[config.mk]
export PLATFORM = sky130hd
export DESIGN_NAME = aud_mode_counter_flat
export DESIGN_NICKNAME = d
export VERILOG_FILES = /design/src/rtl/aud_mode_counter_if.sv /design/src/rtl/aud_mode_counter.sv /design/src/flat_wrapper.sv
export SDC_FILE = /design/constraint.sdc
export NUM_CORES = 1
export LEC_CHECK = 0
export ABC_AREA = 0
export BUFFER_PORTS_ARGS = -buffer_cell sky130_fd_sc_hd__buf_2
export CORE_ASPECT_RATIO = 1.25
export CORE_MARGIN = 2
export CORE_UTILIZATION = 30
export CTS_CLUSTER_SIZE = 12
export DETAILED_ROUTE_END_ITERATION = 16
export REMOVE_ABC_BUFFERS = 1
export SYNTH_ARGS = -nofsm -noshare
export SYNTH_HDL_FRONTEND = slang
export SYNTH_SLANG_ARGS = --single-unit
[constraint.sdc]
create_clock -name clk -period 5.9 [get_ports clk]
set_input_delay 0.295 -clock clk [delete_from_list [all_inputs] [get_ports clk]]
set_output_delay 0.295 -clock clk [all_outputs]
set_load 0.02 [all_outputs]
[src/rtl/aud_mode_counter_if.sv]
// Control and status bundle for aud_mode_counter. Outputs are registered in
// the counter, so a master may sample them any time after the clock edge.
interface aud_mode_counter_if #(parameter int WIDTH = 8);
  logic             enable;
  logic             load;
  logic [1:0]       mode;
  logic [WIDTH-1:0] max;
  logic [WIDTH-1:0] value;
  logic             wrap;
  logic             dir;
  logic             done;

  modport master (
    output enable, load, mode, max,
    input  value, wrap, dir, done
  );

  modport slave (
    input  enable, load, mode, max,
    output value, wrap, dir, done
  );
endinterface

[src/rtl/aud_mode_counter.sv]
// Multi-mode step counter (UP / DOWN / PINGPONG / ONESHOT) for the synth audio path.
// Mode and period are double-buffered and only change at reset, load or a wrap.
module aud_mode_counter #(
  parameter int WIDTH = 8
) (
  input  logic                 clk,
  input  logic                 reset,
  aud_mode_counter_if.slave    bus
);

  typedef enum logic [1:0] {
    MODE_UP      = 2'b00,
    MODE_DOWN    = 2'b01,
    MODE_PING    = 2'b10,
    MODE_ONESHOT = 2'b11
  } mode_t;

  localparam logic [WIDTH-1:0] ONE = {{(WIDTH-1){1'b0}}, 1'b1};

  mode_t            mode_q;
  logic [WIDTH-1:0] max_q;
  logic [WIDTH-1:0] value_q;
  logic             wrap_q;
  logic             dir_q;
  logic             done_q;

  logic [WIDTH-1:0] top;
  logic [WIDTH-1:0] inc;
  logic [WIDTH-1:0] dec;
  logic [WIDTH-1:0] step_value;
  logic             step_dir;
  logic             step_done;
  logic             wrap_evt;

  // max_q = 0 naturally yields TOP = all ones, i.e. a 2^WIDTH period.
  assign top = max_q - ONE;
  assign inc = value_q + ONE;
  assign dec = value_q - ONE;

  function automatic logic [WIDTH-1:0] start_of(input logic [1:0] m,
                                                input logic [WIDTH-1:0] mx);
    return (m == MODE_DOWN) ? (mx - ONE) : '0;
  endfunction

  always_comb begin
    step_value = value_q;
    step_dir   = dir_q;
    step_done  = done_q;
    wrap_evt   = 1'b0;
    case (mode_q)
      MODE_UP: begin
        if (value_q == top) wrap_evt = 1'b1;
        else                step_value = inc;
      end
      MODE_DOWN: begin
        if (value_q == '0) wrap_evt = 1'b1;
        else               step_value = dec;
      end
      MODE_PING: begin
        if (!dir_q) begin
          if (top == '0) begin
            wrap_evt = 1'b1;
          end else begin
            step_value = inc;
            step_dir   = (inc == top);
          end
        end else begin
          // Descent ends when the count would land on 0: that edge is the wrap.
          if (value_q == ONE || value_q == '0) wrap_evt = 1'b1;
          else                                 step_value = dec;
        end
      end
      MODE_ONESHOT: begin
        if (!done_q) begin
          if (value_q == top) begin
            step_done = 1'b1;
          end else begin
            step_value = inc;
            step_done  = (inc == top);
          end
        end
      end
      default: ;
    endcase
  end

  always_ff @(posedge clk) begin
    if (reset) begin
      value_q <= '0;
      wrap_q  <= 1'b0;
      dir_q   <= 1'b0;
      done_q  <= 1'b0;
      mode_q  <= mode_t'(bus.mode);
      max_q   <= bus.max;
    end else if (bus.load) begin
      mode_q  <= mode_t'(bus.mode);
      max_q   <= bus.max;
      value_q <= start_of(bus.mode, bus.max);
      dir_q   <= (bus.mode == MODE_DOWN);
      done_q  <= 1'b0;
      wrap_q  <= 1'b0;
    end else if (bus.enable) begin
      wrap_q <= wrap_evt;
      if (wrap_evt) begin
        mode_q  <= mode_t'(bus.mode);
        max_q   <= bus.max;
        value_q <= start_of(bus.mode, bus.max);
        dir_q   <= (bus.mode == MODE_DOWN);
      end else begin
        value_q <= step_value;
        dir_q   <= step_dir;
        done_q  <= step_done;
      end
    end else begin
      wrap_q <= 1'b0;
    end
  end

  assign bus.value = value_q;
  assign bus.wrap  = wrap_q;
  assign bus.dir   = dir_q;
  assign bus.done  = done_q;

endmodule
[src/flat_wrapper.sv]
// flat-port wrapper written by rule: the top's interface ports become plain ports
module aud_mode_counter_flat 
#(
  parameter int WIDTH = 8
)
  (clk, reset, bus_enable, bus_load, bus_mode, bus_max, bus_value, bus_wrap, bus_dir, bus_done);
  aud_mode_counter_if #(.WIDTH(WIDTH)) bus_i ();
  input  logic clk;
  input  logic reset;
  input wire logic [$bits(bus_i.enable)-1:0] bus_enable;
  input wire logic [$bits(bus_i.load)-1:0] bus_load;
  input wire logic [$bits(bus_i.mode)-1:0] bus_mode;
  input wire logic [$bits(bus_i.max)-1:0] bus_max;
  output wire logic [$bits(bus_i.value)-1:0] bus_value;
  output wire logic [$bits(bus_i.wrap)-1:0] bus_wrap;
  output wire logic [$bits(bus_i.dir)-1:0] bus_dir;
  output wire logic [$bits(bus_i.done)-1:0] bus_done;
  assign bus_i.enable = bus_enable;
  assign bus_i.load = bus_load;
  assign bus_i.mode = bus_mode;
  assign bus_i.max = bus_max;
  assign bus_value = bus_i.value;
  assign bus_wrap = bus_i.wrap;
  assign bus_dir = bus_i.dir;
  assign bus_done = bus_i.done;
  aud_mode_counter #(.WIDTH(WIDTH)) u_core (.clk(clk), .reset(reset), .bus(bus_i));
endmodule
Word-level counts from Yosys, hierarchy flattened
Cells that the tools add are included.
{"block": "op_classes", "add_sub_neg": 4, "n_eq_ne": 11, "n_reduce_logical": 14, "mux": 33, "bitwise": 2}
{"op": "$mux 8", "count": 14}
{"op": "$pmux 8 s4", "count": 1}
{"op": "$sub 8x1->8 const B", "count": 3}
{"op": "$eq 8x8->1", "count": 2}
{"op": "$logic_not 8->1", "count": 2}
{"op": "$mux 1", "count": 13}
{"op": "$reduce_bool 3->1", "count": 3}
{"op": "$add 8x1->8 const B", "count": 1}
{"op": "$eq 8x1->1 const B", "count": 1}
{"op": "$mux 2", "count": 4}
{"op": "$ne 5x3->1 const B", "count": 1}
{"op": "$ne 5x5->1 const B", "count": 1}
{"op": "$reduce_and 5->1", "count": 1}
{"op": "$eq 2x1->1 const B", "count": 2}
{"op": "$eq 2x2->1 const B", "count": 2}
{"op": "$ne 4x3->1 const B", "count": 1}
{"op": "$ne 4x4->1 const B", "count": 1}
{"op": "$reduce_and 2->1", "count": 2}
{"op": "$pmux 1 s3", "count": 1}
{"op": "$reduce_and 3->1", "count": 1}
{"op": "$reduce_or 3->1", "count": 1}
{"op": "$logic_not 2->1", "count": 1}
{"op": "$not 1->1", "count": 2}
{"op": "$reduce_bool 2->1", "count": 1}
{"op": "2 further kinds", "count": 2}
{"block": "word_totals", "out_inout_bits": 11, "in_bits": 14, "regBits": 21}

Longest topological paths before layout
{"block": "logic_depth", "depth_word": 9, "ltp_mapped": 11, "ltp_nobuf": 9}

Worst setup path before layout
Ideal clock, no wire load.
{"block": "synth_timing", "path_kind": "reg2reg", "start": "register u_core.max_q[0]", "end": "register u_core.value_q[1] (netlist: u_core.bus.value[1])", "arrival_ps": 2582, "path_buffers": 1, "stages_incl_launch_ff": 11, "slack_ps": 3230, "t_required_ps": 5812, "path_cell_list": "edfxtp_1 > inv_1 > ha_1 > nor3b_1 > xnor2_1 > nor4_2 > nand4b_1 > o221a_1 > buf_6 > or3_1 > a311oi_2"}
{"block": "synth_via", "elab_chain_len": 8, "elab_cells_between_ends": 18, "classes_between": "add/sub (1); eq/ne (5); mux (10); reduce/logical (2)"}
{"element": "start: declaration", "line": "aud_mode_counter.sv:21", "source": "logic [WIDTH-1:0] max_q;"}
{"element": "start signal: assignment", "line": "aud_mode_counter.sv:94", "source": "max_q <= bus.max;"}
{"element": "start signal: assignment", "line": "aud_mode_counter.sv:97", "source": "max_q <= bus.max;"}
{"element": "start signal: assignment", "line": "aud_mode_counter.sv:106", "source": "max_q <= bus.max;"}
{"element": "$sub 8x1->8 (*)", "line": "aud_mode_counter.sv:36", "source": "assign top = max_q - ONE;"}
{"element": "$eq 8x8->1 / $logic_not 8->1 (equally long branches)", "line": "aud_mode_counter.sv:52, aud_mode_counter.sv:75, aud_mode_counter.sv:61"}
{"element": "$mux 8 / $mux 1 (equally long branches) (2 in series)"}
{"element": "$pmux 8 s4 / $pmux 1 s3 (equally long branches)"}
{"element": "$mux 8", "line": "aud_mode_counter.sv:104", "source": "if (wrap_evt) begin"}
{"element": "$mux 8", "line": "aud_mode_counter.sv:102", "source": "end else if (bus.enable) begin"}
{"element": "$mux 8", "line": "aud_mode_counter.sv:95", "source": "end else if (bus.load) begin"}
{"element": "end signal: assignment", "line": "aud_mode_counter.sv:98", "source": "value_q <= start_of(bus.mode, bus.max);"}
{"element": "end signal: assignment", "line": "aud_mode_counter.sv:107", "source": "value_q <= start_of(bus.mode, bus.max);"}
{"element": "end signal: assignment", "line": "aud_mode_counter.sv:110", "source": "value_q <= step_value;"}
{"element": "end: declaration", "line": "aud_mode_counter.sv:22", "source": "logic [WIDTH-1:0] value_q;"}
Mark *: on every way between the ends. The rest lies on a longest branch, timed or not. The select of a mux whose other input is x is not followed.
A chain may end at the register's enable or synchronous reset.

Worst setup path after layout
Ends and elaborated chain as after synthesis.

==> results by group <==
Synthesis
  – Mapped Area: approximately 0.0020 mm2
  – Synth top area cells: edfxtp_1 (15%), dfxtp_1 (11%), ha_1 (7.0%)
  – Synth area leader: edfxtp_1
  – Distinct cells, synth: 56
  – Mean Syn Cell Area: 8.46 um2
  – Top-area cell type share of the netlist area: 0.153
  – Post-synth EDFFs: 10
  – Sequential cell area fraction in the yosys report: 0.265
  – Top_reg_cell synth: dfxtp_1
  – Synth Register Bits: 21
  – Asr flop ratio synth: 0
  – Synth warn: 0
  – Syn Inst Count: between 200 and 250

Placement
  – GPL Wtd Cong: 0.873
  – DP Area: 0.00213 mm2
  – DP Worst Slack: 2930 ps
  – Input/output buffers: 24
  – Placed insts: about 330
  – Post-DP HPWL: between 4000 and 5000 um

Final layout
  – Layout Cells excl Fill: 333
  – Ratio of cells with drive above 1 in the final layout: 0.153
  – Fin area: 0.00217 mm2
  – Most common cell after layout, fill and taps aside: buf_2
  – Final net count: ~270
  – Layout Utilization: 0.348
  – Area grow syn2layout: 10.7%
  – Ant. Diodes: 0
  – Commonest cells after routing, fill and taps aside: buf_2 (24), a21oi_1 (22), nand2_1 (19)

Critical path
  – Largest stage delay, worst path: between 600 and 700 ps
  – CP arrival: 3190 ps
  – Slowest stage cell, crit path: a21boi_1
  – Reg-to-Reg Start: u_core.max_q[0]
  – Reg2reg end: u_core.bus.value[1]
  – Crit path capture type: register
  – R2R depth: 9
  – Delay-heaviest family, CP: compound AO/OA/AOI/OAI gates
  – Critical Path Start Type: register
  – Worst Path Max Fanout: 8
  – Crit path buf inv count: 1
  – R2r setup slk: 2900 ps
  – Crit path required time: 6090 ps
  – Crit path cell chain: inv_1 -> ha_1 -> nor3b_1 -> xnor2_1 -> nor4_2 -> o2111ai_1 -> a21boi_1 -> nor3_1 -> a311oi_2
  – WS Path Type: register to register

Routing
  – Final ANT Viol Nets: 0
  – Number of vias in the routed layout: 1819
  – DRC: 0
  – Initial DRC Count: 124
  – Average vias per placed instance: 5.46
  – Post-Route WL: 5120 um
  – DRT Pass-1 Iters: 4
  – Mean routed wirelength per cell: roughly 15 um

Clock tree
  – Post-cts hold buffer count: 0
  – Resized cells post-CTS: 0
  – TritonCTS buffer count: 3
  – Worst-Skew Late Latency: 270 ps
  – Clock Tree Buf Depth: 2
  – # Post-CTS Setup Buffers: 0
  – CTS Sinks: 21
  – CTS tree: built
  – Clk slew on worst S/H paths: 80 ps
  – Clk root buf: clkbuf_8
  – CTS HTree Levels: 1

Global routing
  – Gr usage total: 0.145
  – Vias in the first global route: 1716
  – GRT Residual Overflow: 0
  – Largest net degree at the start of global routing: 13
  – Initial antenna violation count: 0
  – Global-route wire length before repair: 8410 um

Timing
  – Fmax: 0.333 GHz
  – RSZ-0062 raised after global routing: no
  – Period utilization: 0.508
  – Setup slack after layout: 2900 ps
  – Relative slew slack: 0.497
  – Period minus WS final: 3000 ps
  – Setup violators final: 0
  – Fin Hold WS: ~210 ps
  – Final Hold Vio Count: 0
  – Max Slew Vio Count: 0
  – Worst-Margin Slew: roughly 750 ps
  – Setup TNS: 0 ps
  – Clock skew: 12.2 ps

Floorplanning
  – Die height: 94.4 um
  – Io pins: 25
  – Core area: 0.00625 mm2
  – Die area: 0.00721 mm2
  – Initial Util: 0.314
  – Die X: 76.4 um
  – Num rows: 32

Run status
  – Status: complete, no violations

Power and ir drop
  – Pwr/cell area: roughly 200 mW/mm2
  – PnR Total Power: 0.438 mW
  – Maximum VDD drop: 93.7 uV
  – Seq pwr share: 0.431
  – Switching pwr: 0.161 mW
  – Pint: between 0.2 and 0.3 mW
  – Clock power share: 0.221
  – Gate power share: 0.349
  – Leakage: 0.860 nW
  – Sw Share: 0.368

Worst hold path
  – Hold Path Stages: 1
  – Hold crit path type: primary input to register
  – Hold-critical path endpoint: u_core.mode_q[0]
  – Worst hold start: bus_mode[0]

Flow run
  – Max_cap viols: 0
[kinds of logic (layout without fill, tap and decap cells)]
kind of cell,after synthesis,after routing,synth area share
simple gates,76,76,0.205
compound gates,68,68,0.248
xor+xnor,25,25,0.119
buf+inv,23,39,0.0529
flops,21,21,0.265
fa+ha+maj,11,11,0.0701
mux,8,8,0.0408
[synth_stat cells (3+ instances only)]
cell       count
nor3_1         8
o2111ai_1      3
nor3b_1        3
nand3_1        3
xor2_1        10
inv_1         11
mux2i_1        8
a21oi_1       22
o21ai_0        7
xnor2_1       14
o21a_1         3
o31ai_1        8
and2_1         3
dfxtp_1       11
edfxtp_1      10
nor4_1         3
nand2_1       19
nand2b_1       4
ha_1          11
or3_1          5
nor2_1        15
clkbuf_1       8
nand4_1        3
[how the worst max path moves through the flow]
stage	from	to	slack, ps	depth (start not counted)
finish	u_core.max_q[0]	u_core.bus.value[1]	2900	9
global route	u_core.max_q[0]	u_core.bus.value[1]	2570	9
CTS	u_core.max_q[0]	u_core.bus.value[1]	2920	9
detailed placement	u_core.max_q[0]	u_core.bus.value[1]	2930	9
global placement	u_core.max_q[0]	u_core.bus.value[1]	2980	9
floorplan	u_core.max_q[0]	u_core.bus.value[1]	3180	9
[area by class of cell]
cell class              instances  area [um2]
clock buffers                   3        41.3
clock inverters                 1        5.00
fillers                       695        4070
inverters                      11        41.3
multi-input cells             188        1340
flip-flops and latches         21         520
well taps                      85         106
repair buffers                 24         120
[power by group through the flow]
| stage | registers (mW) | logic [mW] | clock network (mW) |
|---|---|---|---|
| 2_1_floorplan | 0.191 | 0.107 | 0 |
| 3_3_place_gp | 0.192 | 0.150 | 0 |
| 3_5_place_dp | 0.192 | 0.152 | 0 |
| 4_1_cts | 0.188 | 0.152 | 0.0983 |
| 5_1_grt | 0.191 | 0.169 | 0.105 |
| 6_report | 0.189 | 0.153 | 0.0966 |
[worst register-to-register path, delay by kind of cell, from the launching register on]
family          cells  cell delay [ps]
xor+xnor            1              160
compound gates      3             1120
simple gates        3              790
buf+inv             1               90
flops               1              500
fa+ha+maj           1              270
[flip-flops by register name, indices dropped and copies added, names as in the netlist]
| signal | flops |
|---|---|
| u_core.bus.value | 8 |
| u_core.bus.dir | 1 |
| u_core.bus.wrap | 1 |
| u_core.mode_q | 2 |
| u_core.bus.done | 1 |
| u_core.max_q | 8 |
[routing by layer]
layer | track usage | part of all wire | vias up
met1 | 0.169 | 0.41 | 863
met3 | 0.00860 | 0.036 | 9
met2 | 0.274 | 0.52 | 54
met5 | 0 | 0 | -
li1 | - | - | 893
met4 | 0.0636 | 0.028 | 0
Power figures use the tool's default switching activity.
